--- config.mk ---
export PLATFORM = sky130hd
export DESIGN_NAME = product_accumulator
export DESIGN_NICKNAME = d
export VERILOG_FILES = /design/src/rtl/product_accumulator.sv
export SDC_FILE = /design/constraint.sdc
export NUM_CORES = 1
export LEC_CHECK = 0
export ABC_AREA = 1
export BUFFER_PORTS_ARGS = -buffer_cell sky130_fd_sc_hd__buf_2
export CAP_MARGIN = 20
export CORE_MARGIN = 10
export CORE_UTILIZATION = 54
export DETAILED_ROUTE_END_ITERATION = 16
export PLACE_DENSITY_LB_ADDON = 0.2
export SLEW_MARGIN = 20
export SYNTH_ARGS = -nofsm -noshare
export SYNTH_HDL_FRONTEND = slang
export SYNTH_SLANG_ARGS = --single-unit
export TNS_END_PERCENT = 100
--- constraint.sdc ---
create_clock -name i_clock -period 2.55 [get_ports i_clock]
set_clock_uncertainty 0.15 [all_clocks]
set_input_delay 0.255 -clock i_clock [delete_from_list [all_inputs] [get_ports i_clock]]
set_output_delay 0.255 -clock i_clock [all_outputs]
set_load 0.1 [all_outputs]
--- src/rtl/product_accumulator.sv ---
// product_accumulator: captures each product on the multiplier's finished pulse
// and sums TERMS of them. The result is held behind a valid/ready handshake, and
// the multiplier is stalled while the result waits. Wrap-around overflow is
// tracked, and so are products that arrive while stalled.
module product_accumulator #(
  parameter int BITS     = 8,
  parameter int TERMS    = 4,
  parameter int ACC_BITS = 2*BITS + $clog2(TERMS)
) (
  input  logic                         i_clock,
  input  logic                         i_reset,
  input  logic                         i_finished,
  input  logic [2*BITS-1:0]            i_product,
  input  logic                         i_clear,
  output logic                         o_stall,
  output logic                         o_valid,
  input  logic                         i_ready,
  output logic [ACC_BITS-1:0]          o_sum,
  output logic [$clog2(TERMS+1)-1:0]   o_count,
  output logic                         o_overflow,
  output logic                         o_dropped,
  output logic                         o_state     // debug: 0 = ACCUM, 1 = DONE
);

  localparam int CW = $clog2(TERMS+1);
  localparam logic [CW-1:0] LAST = CW'(TERMS-1);

  typedef enum logic {ST_ACCUM = 1'b0, ST_DONE = 1'b1} state_e;

  // Handshake: o_sum transfers on a cycle where o_valid & i_ready are both high
  // at the rising edge. o_valid stays high and o_sum stays stable until that
  // happens. o_valid never depends on i_ready.

  state_e state_q, state_d;
  logic [ACC_BITS-1:0] sum_q, sum_d;
  logic [CW-1:0]       count_q, count_d;
  logic                ovf_q, ovf_d;
  logic                drop_q, drop_d;
  logic [ACC_BITS:0]   add_w;

  // Widen to ACC_BITS+1 so the carry out of the top bit is visible.
  assign add_w = {1'b0, sum_q} + {{(ACC_BITS+1-2*BITS){1'b0}}, i_product};

  // State register.
  always_ff @(posedge i_clock or posedge i_reset) begin
    if (i_reset) state_q <= ST_ACCUM;
    else         state_q <= state_d;
  end

  // Next-state logic. A clear overrides everything else.
  always_comb begin
    state_d = state_q;
    if (i_clear) begin
      state_d = ST_ACCUM;
    end else begin
      case (state_q)
        ST_ACCUM: if (i_finished && count_q == LAST) state_d = ST_DONE;
        ST_DONE:  if (i_ready) state_d = ST_ACCUM;
        default:  state_d = ST_ACCUM;
      endcase
    end
  end

  // Output decode. These are flop outputs, so there is no combinational path
  // from any input.
  always_comb begin
    o_valid = (state_q == ST_DONE);
    o_stall = (state_q == ST_DONE);
    o_state = state_q;
  end

  // Datapath next-state: accumulate in ACCUM, freeze in DONE, clear on handshake.
  always_comb begin
    sum_d   = sum_q;
    count_d = count_q;
    ovf_d   = ovf_q;
    drop_d  = drop_q;
    if (i_clear) begin
      // A product that arrives with the clear is silently lost.
      sum_d   = '0;
      count_d = '0;
      ovf_d   = 1'b0;
      drop_d  = 1'b0;
    end else if (state_q == ST_ACCUM) begin
      if (i_finished) begin
        sum_d   = add_w[ACC_BITS-1:0];
        count_d = count_q + CW'(1);
        ovf_d   = ovf_q | add_w[ACC_BITS];
      end
    end else begin
      if (i_finished) drop_d = 1'b1;
      if (i_ready) begin
        sum_d   = '0;
        count_d = '0;
        ovf_d   = 1'b0;
      end
    end
  end

  // Datapath registers.
  always_ff @(posedge i_clock or posedge i_reset) begin
    if (i_reset) begin
      sum_q   <= '0;
      count_q <= '0;
      ovf_q   <= 1'b0;
      drop_q  <= 1'b0;
    end else begin
      sum_q   <= sum_d;
      count_q <= count_d;
      ovf_q   <= ovf_d;
      drop_q  <= drop_d;
    end
  end

  assign o_sum      = sum_q;
  assign o_count    = count_q;
  assign o_overflow = ovf_q;
  assign o_dropped  = drop_q;

endmodule

======== Word-level counts from Yosys, hierarchy flattened ========
Index checks and enable logic that the tools add are counted.
word-level totals
  register bits ........................... 24
  bits of input ports ..................... 21
  output and inout port bits .............. 26
  logic and storage cells ................. 36
operators by class
  add/sub/neg operators ................... 2
  eq/ne operators ......................... 2
  mux-type cells .......................... 19
  bitwise operators ....................... 2
  reduce and logical (&&, ||, !) cells .... 6
operators with widths
  operator                                                                count
  18-bit two-way mux                                                      4
  18-bit by 16-bit adder with 19-bit output                               1
  3-bit two-way mux                                                       4
  1-bit two-way mux                                                       10
  2-bit AND reduction                                                     2
  2-bit nonzero test                                                      2
  3-bit by 1-bit adder with 3-bit output (second input constant)          1
  3-bit by 2-bit equality test with 1-bit output (second input constant)  1
  3-bit != test (second input constant)                                   1
  3-bit nonzero test                                                      1
  1-bit case mux with 2 select lines                                      1
  1-bit logical AND                                                       1
  1-bit inverter                                                          1
  1-bit OR                                                                1

======== Longest topological paths before layout ========
Gate-level depths: netlist of run 1.
  depth in word-level cells ............... 5
  mapped depth ............................ 12
  gate-level depth less buffers ........... 12

======== Worst setup path after synthesis of run 1 ========
Ideal clock, no wire load.
  kind .................................... flip-flop to flip-flop
  from .................................... reg sum_q[0] (netlist: o_sum[0])
  to ...................................... reg sum_q[16] (netlist: o_sum[16])
  library setup time ...................... 0.124 ns
  arrival ................................. 2.359 ns
  required time ........................... 2.276 ns
  path slack .............................. -0.082 ns
  cell stages (with the launch flop) ...... 12
  path buffers ............................ 0
  period minus slack after synthesis ...... 2.632 ns
  cells stage by stage .................... dfrtp_1 -> ha_1 -> inv_1 -> fa_1 -> o21ai_2 -> nand2_1 -> nand2_2 -> nand2_1 -> nand2_1 -> nand3_1 -> nand2_1 -> nor2_1
between the ends
  longest elaborated chain between the ends .. 4
RTL lines
  what                                       line  text
  start, declared                            35    logic [ACC_BITS-1:0] sum_q, sum_d;
  start signal, assigned                     108   sum_q <= sum_d;
  18-bit by 16-bit adder with 19-bit output  42    assign add_w = {1'b0, sum_q} + {{(ACC_BITS+1-2*BITS){1'b0}}, i_product};
  18-bit two-way mux                         85    if (i_finished) begin
  18-bit two-way mux                         84    end else if (state_q == ST_ACCUM) begin
  18-bit two-way mux                         78    if (i_clear) begin
Every way passes these cells. The select of a mux whose other input is x is not followed.
A chain may end at the register's enable or synchronous reset.

======== Worst setup path in the final report of run 1 ========
  from .................................... reg sum_q[0] (netlist: o_sum[0])
  to ...................................... reg sum_q[10] (netlist: o_sum[10])
Same word-level chain as after synthesis.

==> results of run 1 <==
==> metrics by stage <==
stage	utilization (%)	instances	total power, uW	setup WS (ns)	hold slack [ns]
floorplan	-	277	1120	0.0448	0.120
global placement	64.8	367	1260	0.604	0.118
detailed placement	64.8	367	1280	0.531	0.132
CTS	66.9	373	1570	0.488	0.0283
global route	66.9	373	1660	0.306	0.0356
finish	66.9	373	1560	0.488	0.0506
==> registers in the layout, summed over array words and instances (netlist names) <==
register / cells
o_dropped: 1
o_sum: 18
o_count: 3
o_stall: 1
o_overflow: 1
==> critical path: stages, from the launching register on <==
cell and delay (ns):
dfrtp_2 0.40, ha_1 0.19, inv_1 0.06, fa_1 0.42
o21ai_2 0.22, nand2_1 0.08, nand2_1 0.12, nand2_1 0.07
nand2_1 0.07, nand2_1 0.05, nand2_1 0.06, o21ai_1 0.06
==> cell type report <==
type / instances / share of cell area, %
Multi-Input combinational cell: 218 / 51.4
Sequential cell: 24 / 26.7
Timing Repair Buffer: 50 / 11.8
Inverter: 31 / 5.17
Tap cell: 46 / 2.56
Clock inverter: 1 / 1.33
Clock buffer: 3 / 1.00
==> power by group <==
| part | switching, uW | internal (uW) | total (uW) |
|---|---|---|---|
| clock network | 128 | 159 | 287 |
| logic | 621 | 194 | 815 |
| registers | 34.8 | 423 | 457 |
| total | 784 | 776 | 1560 |
==> cells in the final DEF (no fill, tap or decap), types with 3 or more instances in the layout <==
master,Yosys,routed
clkbuf_4,0,3
ha_1,18,18
nand2_2,8,8
o21ai_0,11,11
a21oi_1,22,22
nor2_1,26,26
nand3b_1,3,3
dfrtp_1,24,23
nand3_1,14,14
buf_2,0,46
nand2_1,94,94
inv_1,26,26
inv_2,5,5
o21ai_1,3,3
==> cells in the mapped netlist <==
cell type,number,area share (%)
nand3b_1,3,1.2
or2_1,1,0.33
xnor2_1,1,0.46
nor3_1,1,0.26
inv_1,26,5.1
buf_4,3,1.2
ha_1,18,12
o21ai_1,3,0.79
and2_4,1,0.46
o22ai_1,2,0.66
dfrtp_1,24,31
o21ai_0,11,2.9
nor2_2,1,0.33
nand2_1,94,18
inv_2,5,0.98
o21ai_2,1,0.46
or2_2,1,0.33
nand3_1,14,3.7
a21oi_1,22,5.8
and2_1,2,0.66
a22o_1,2,0.92
o21bai_1,2,0.79
nor2_1,26,5.1
buf_6,1,0.59
a21oi_2,1,0.46
fa_1,1,1.0
nor4_2,1,0.66
nand2_2,8,2.6
nand3_2,1,0.52
==> kinds of logic (layout without fill, tap and decap cells) <==
kind of cell             Yosys count  count (layout)  share of synthesized area (%)
AO/OA/AOI/OAI                     44              44                           12.7
XOR/XNOR                           1               1                          0.459
adder cells (fa/ha/maj)           19              19                           12.9
buffers and inverters             35              85                           7.87
flip-flops                        24              24                           31.5
AND/OR/NAND/NOR                  154             154                           34.6
==> metal layers <==
layer,vias up,global-route usage (%),share of wire [%]
met1,859,17.8,45
met5,-,0,0
met2,41,28.0,48
met3,7,4.84,5.4
li1,996,-,-
met4,0,5.02,1.1
==> worst paths after layout <==
check / depth (start not counted) / to / slack [ns] / start
min in group asynchronous: 3 / o_sum[0] / 0.31 / i_reset
min reg2reg: 2 / o_sum[15] / 0.38 / o_sum[15]
max: 11 / o_sum[10] / 0.49 / o_sum[0]
max in group asynchronous: 4 / o_sum[14] / 1.39 / i_reset
min: 3 / o_dropped / 0.05 / i_finished
max reg2reg: 11 / o_sum[10] / 0.49 / o_sum[0]
==> impl_metrics.toml, run 1 <==
[outcome]
status = "complete, no violations"

[sta]
rsz0062_at_grt = "false"
fmax_ghz = 0.485
fin_crit_sh_pct = 80.8
hold_viol = 0
worstMarginPinSlew_ns = 0.495
drv_slew = 0
setup_tns_ns = 0
period_needed_ns = 2.06
setup_viol = 0
relSlewSlack_pct = 67.2

[floorplan]
initial_core_util_pct = 56.7
die_h_um = 79.4
num_io_pins = 47
fp.dieW_um = 79.4
die-area_sq_mm = 0.00631
std_cell_rows = 21
design.core.area_sq_mm = 0.00336

[final_layout]
antennaDiodeCount = 0
seq_area_sq_um = 602
nets = 368
multi_input_area_sq_mm = 0.00116
fillers = 336
stdcell_area_sq_mm = 0.00225
syn_to_final_growth_pct = 18.0
layout-drive-gt1-share_pct = 22.3

[logic_synthesis]
synthCells = 277
syn_area_per_cell_sq_um = 6.89
yosysSeqAreaShare_pct = 31.5
netlist_area_sq_mm = 0.00191
synth_nets = 317
yosys_warnings = 0
synth_seq_cells = 24
ys_types = 29

[worst_setup_path]
end_kind = "register"
crit_type = "reg2reg"
required_ns = 2.63
critPathLaunchType = "register"
crit_arrival_ns = 2.14
path_max_fanout = 4

[clocking]
cts_tree = "built"
clockRootBuffer = "clkbuf_4"
clock-sinks = 24
cts-resized-gates = 0
hold_buffers = 2
cts_made_buffers = 3
htreeDepth = 1
post_cts_buffers = 0
clk_pin_slew_worst_paths_ns = 0.15
insertion_delay_ns = 0.33
clock_path_buffers = 2

[grt]
grt_max_degree = 18
grt_pass1_vias = 1987
grt_overflow = 0
antenna_found_initial = 0
grt_first_pass_wirelength_um = 8450
grt_usage_pct = 15.9

[route]
drt_iter0_markers = 158
drt_pre_antenna_iters = 4
viasPerCell = 5.10
drt-wirelength-per-cell_um = 13.1
wl_um = 4890
drc = 0
drtAntennaViolNets = 0
vias = 1903

[flow_run]
maxCapViolCount = 0

[placement]
port-buffer-count = 46
globalplace.congestion = 0.913
place_area_sq_mm = 0.00218
hpwlAfterDp_um = 3870

[power_and_ir_drop]
p_leak_uw = 0.00132
ir_drop_uv = 336
power_density_mw_per_mm2 = 693

[worst_hold_path]
hold_path.class = "in2reg"
No activity file was read; power rests on OpenSTA's default activity.
==> run 2, diff against run 1 <==
- CORE_UTILIZATION: 54 -> 48
- clock period: 2.55 -> 1.8 ns (I/O delays scaled with it)
==> impl_metrics.toml, run 2 (synthesized netlist as in run 1, its figures left out) <==
[worst_setup_path]
reg2reg_from = "o_sum[9]"
timing.rr.end = "o_sum[16]"
end_kind = "register"
crit_arrival_ns = 1.92
required_ns = 1.83
crit_type = "reg2reg"
r2r_slack_ns = -0.09
critPathLaunchType = "register"
crit_top_cell = "a21oi_1"
endpoint = "o_sum[16]"
critical_path.slowest_cell = "dfrtp_4"
worstPathCellList = "ha_4 > a21oi_1 > o21ai_1 > a21oi_1 > nand2_4 > a21oi_1 > nor2_1"
reg2regPathDepth = 7
cp-startpoint = "o_sum[9]"
path_max_fanout = 4
slowest_delay_ns = 0.50

[clocking]
cts_tree = "built"
cts_made_buffers = 3
htreeDepth = 1
clock_path_buffers = 2
clockRootBuffer = "clkbuf_8"
clock-sinks = 24
clk_pin_slew_worst_paths_ns = 0.09
insertion_delay_ns = 0.28

[final_layout]
antennaDiodeCount = 0
layout-drive-gt1-share_pct = 52.1
final_cells = 399
fin_util_pct = 78.9
largest_reg_flops = 18
nets = 392
layout_common_cells = "72 x nand2_1, 46 x buf_2, 25 x buf_4, 23 x inv_1, 23 x nand2_2"
layout_commonest_cell = "nand2_1"
fillers = 275
syn_to_final_growth_pct = 54.9
stdcell_area_sq_mm = 0.00296

[floorplan]
std_cell_rows = 22
fp.dieW_um = 83.1
num_io_pins = 47
die_h_um = 83.1
die-area_sq_mm = 0.00690
initial_core_util_pct = 51.0
design.core.area_sq_mm = 0.00374

[power_and_ir_drop]
power_density_mw_per_mm2 = 902
ir_drop_uv = 521
sequentialPowerShare_pct = 26.2
switching_share_pct = 50.0
clock_power_share_pct = 13.5
power_frac_comb_pct = 60.3
p_sw_uw = 1330
internal_power_uw = 1330
fin_total_pwr_uw = 2670
p_leak_uw = 0.00147

[grt]
grtUsageMet3_pct = 3.32
grt_busiest_layer = "met2"
met2_usage_pct = 28.9
grt_overflow = 0
use_met1_pct = 19.2
grt_pass1_vias = 2174
grt_first_pass_wirelength_um = 9780
antenna_found_initial = 0
grt_max_degree = 25
grt_usage_pct = 16.3

[outcome]
status = "finished, violations left"
violations = "setup timing"

[sta]
fin_crit_sh_pct = 105
setup_tns_ns = -0.447
rsz0062_at_grt = "true"
fin_ws_ns = -0.0908
worstMarginPinSlew_ns = 0.492
hold_viol = 0
fmax_ghz = 0.529
drv_slew = 0
relSlewSlack_pct = 67.4
period_needed_ns = 1.89
setup_viol = 8

[route]
wl_um = 6110
drt_pre_antenna_iters = 4
drtAntennaViolNets = 0
drt-wirelength-per-cell_um = 15.3
vias = 2124
drt_iter0_markers = 111
drc = 0
viasPerCell = 5.32

[placement]
placedCellCount = 376
globalplace.congestion = 0.875
hpwlAfterDp_um = 4260
port-buffer-count = 46
place_area_sq_mm = 0.00252

[flow_run]
maxCapViolCount = 0

[worst_hold_path]
hold_path.class = "in2reg"
min-delay-start = "i_finished"
[run 2: cell count changes in the layout (fill, tap and decap cells not counted), sizes merged]
| cell | change |
|---|---|
| clkbuf | +1 |
| bufinv | -1 |
| buf | +24 |
[run 2: routing by layer]
layer / part of all wire, % / vias up
li1: - / 1043
met1: 43 / 1010
met2: 51 / 66
met3: 5.0 / 5
met4: 0.97 / 0
met5: 0 / -
[run 2: layout make-up]
cell class | count | area (sq um) | share of cell area, %
Clock buffer | 4 | 45.0 | 1.52
Multi-Input combinational cell | 218 | 1610 | 54.6
Tap cell | 48 | 60.1 | 2.03
Timing Repair Buffer | 74 | 458 | 15.5
Inverter | 31 | 116 | 3.94
Sequential cell | 24 | 663 | 22.4
[run 2: worst max-delay path: cells and delay by family (launching register included)]
kind                     cells  cell delay, ns
AND/OR/NAND/NOR              2            0.16
adder cells (fa/ha/maj)      1            0.25
AO/OA/AOI/OAI                4            0.73
flip-flops                   1            0.50
[run 2: metrics by stage]
stage | hold WS (ns) | setup WS [ns]
global placement | 0.0994 | -0.0102
finish | 0.0144 | -0.0908
CTS | 0.0240 | -0.0689
detailed placement | 0.101 | -0.0865
global route | 0.0467 | -0.189
floorplan | 0.0448 | -0.267
[run 2: how the worst min path moves through the flow]
stage               slack, ns          to  depth (start not counted)
CTS                      0.02   o_dropped                          3
finish                   0.01   o_dropped                          3
detailed placement       0.10    o_sum[9]                          3
floorplan                0.04  o_count[0]                          1
global placement          0.1  o_overflow                          3
global route             0.05   o_dropped                          3
[run 2: what timing repair did]
| action | in CTS | in global routing |
|---|---|---|
| setup endpoints to repair | 10 | 16 |
| endpoints found under the hold margin | 25 | 0 |
| pin swaps | 15 | 23 |
| hold buffers | 2 | 0 |
| buffers inserted | 12 | 5 |
| gates resized for setup | 19 | 44 |
[run 2: power by group through the flow]
stage | Combinational [uW] | Clock, uW | Sequential (uW)
floorplan | 590 | 0 | 1150
global placement | 1290 | 0 | 709
detailed placement | 1300 | 0 | 714
CTS | 1440 | 353 | 701
global route | 1720 | 368 | 711
finish | 1610 | 359 | 700
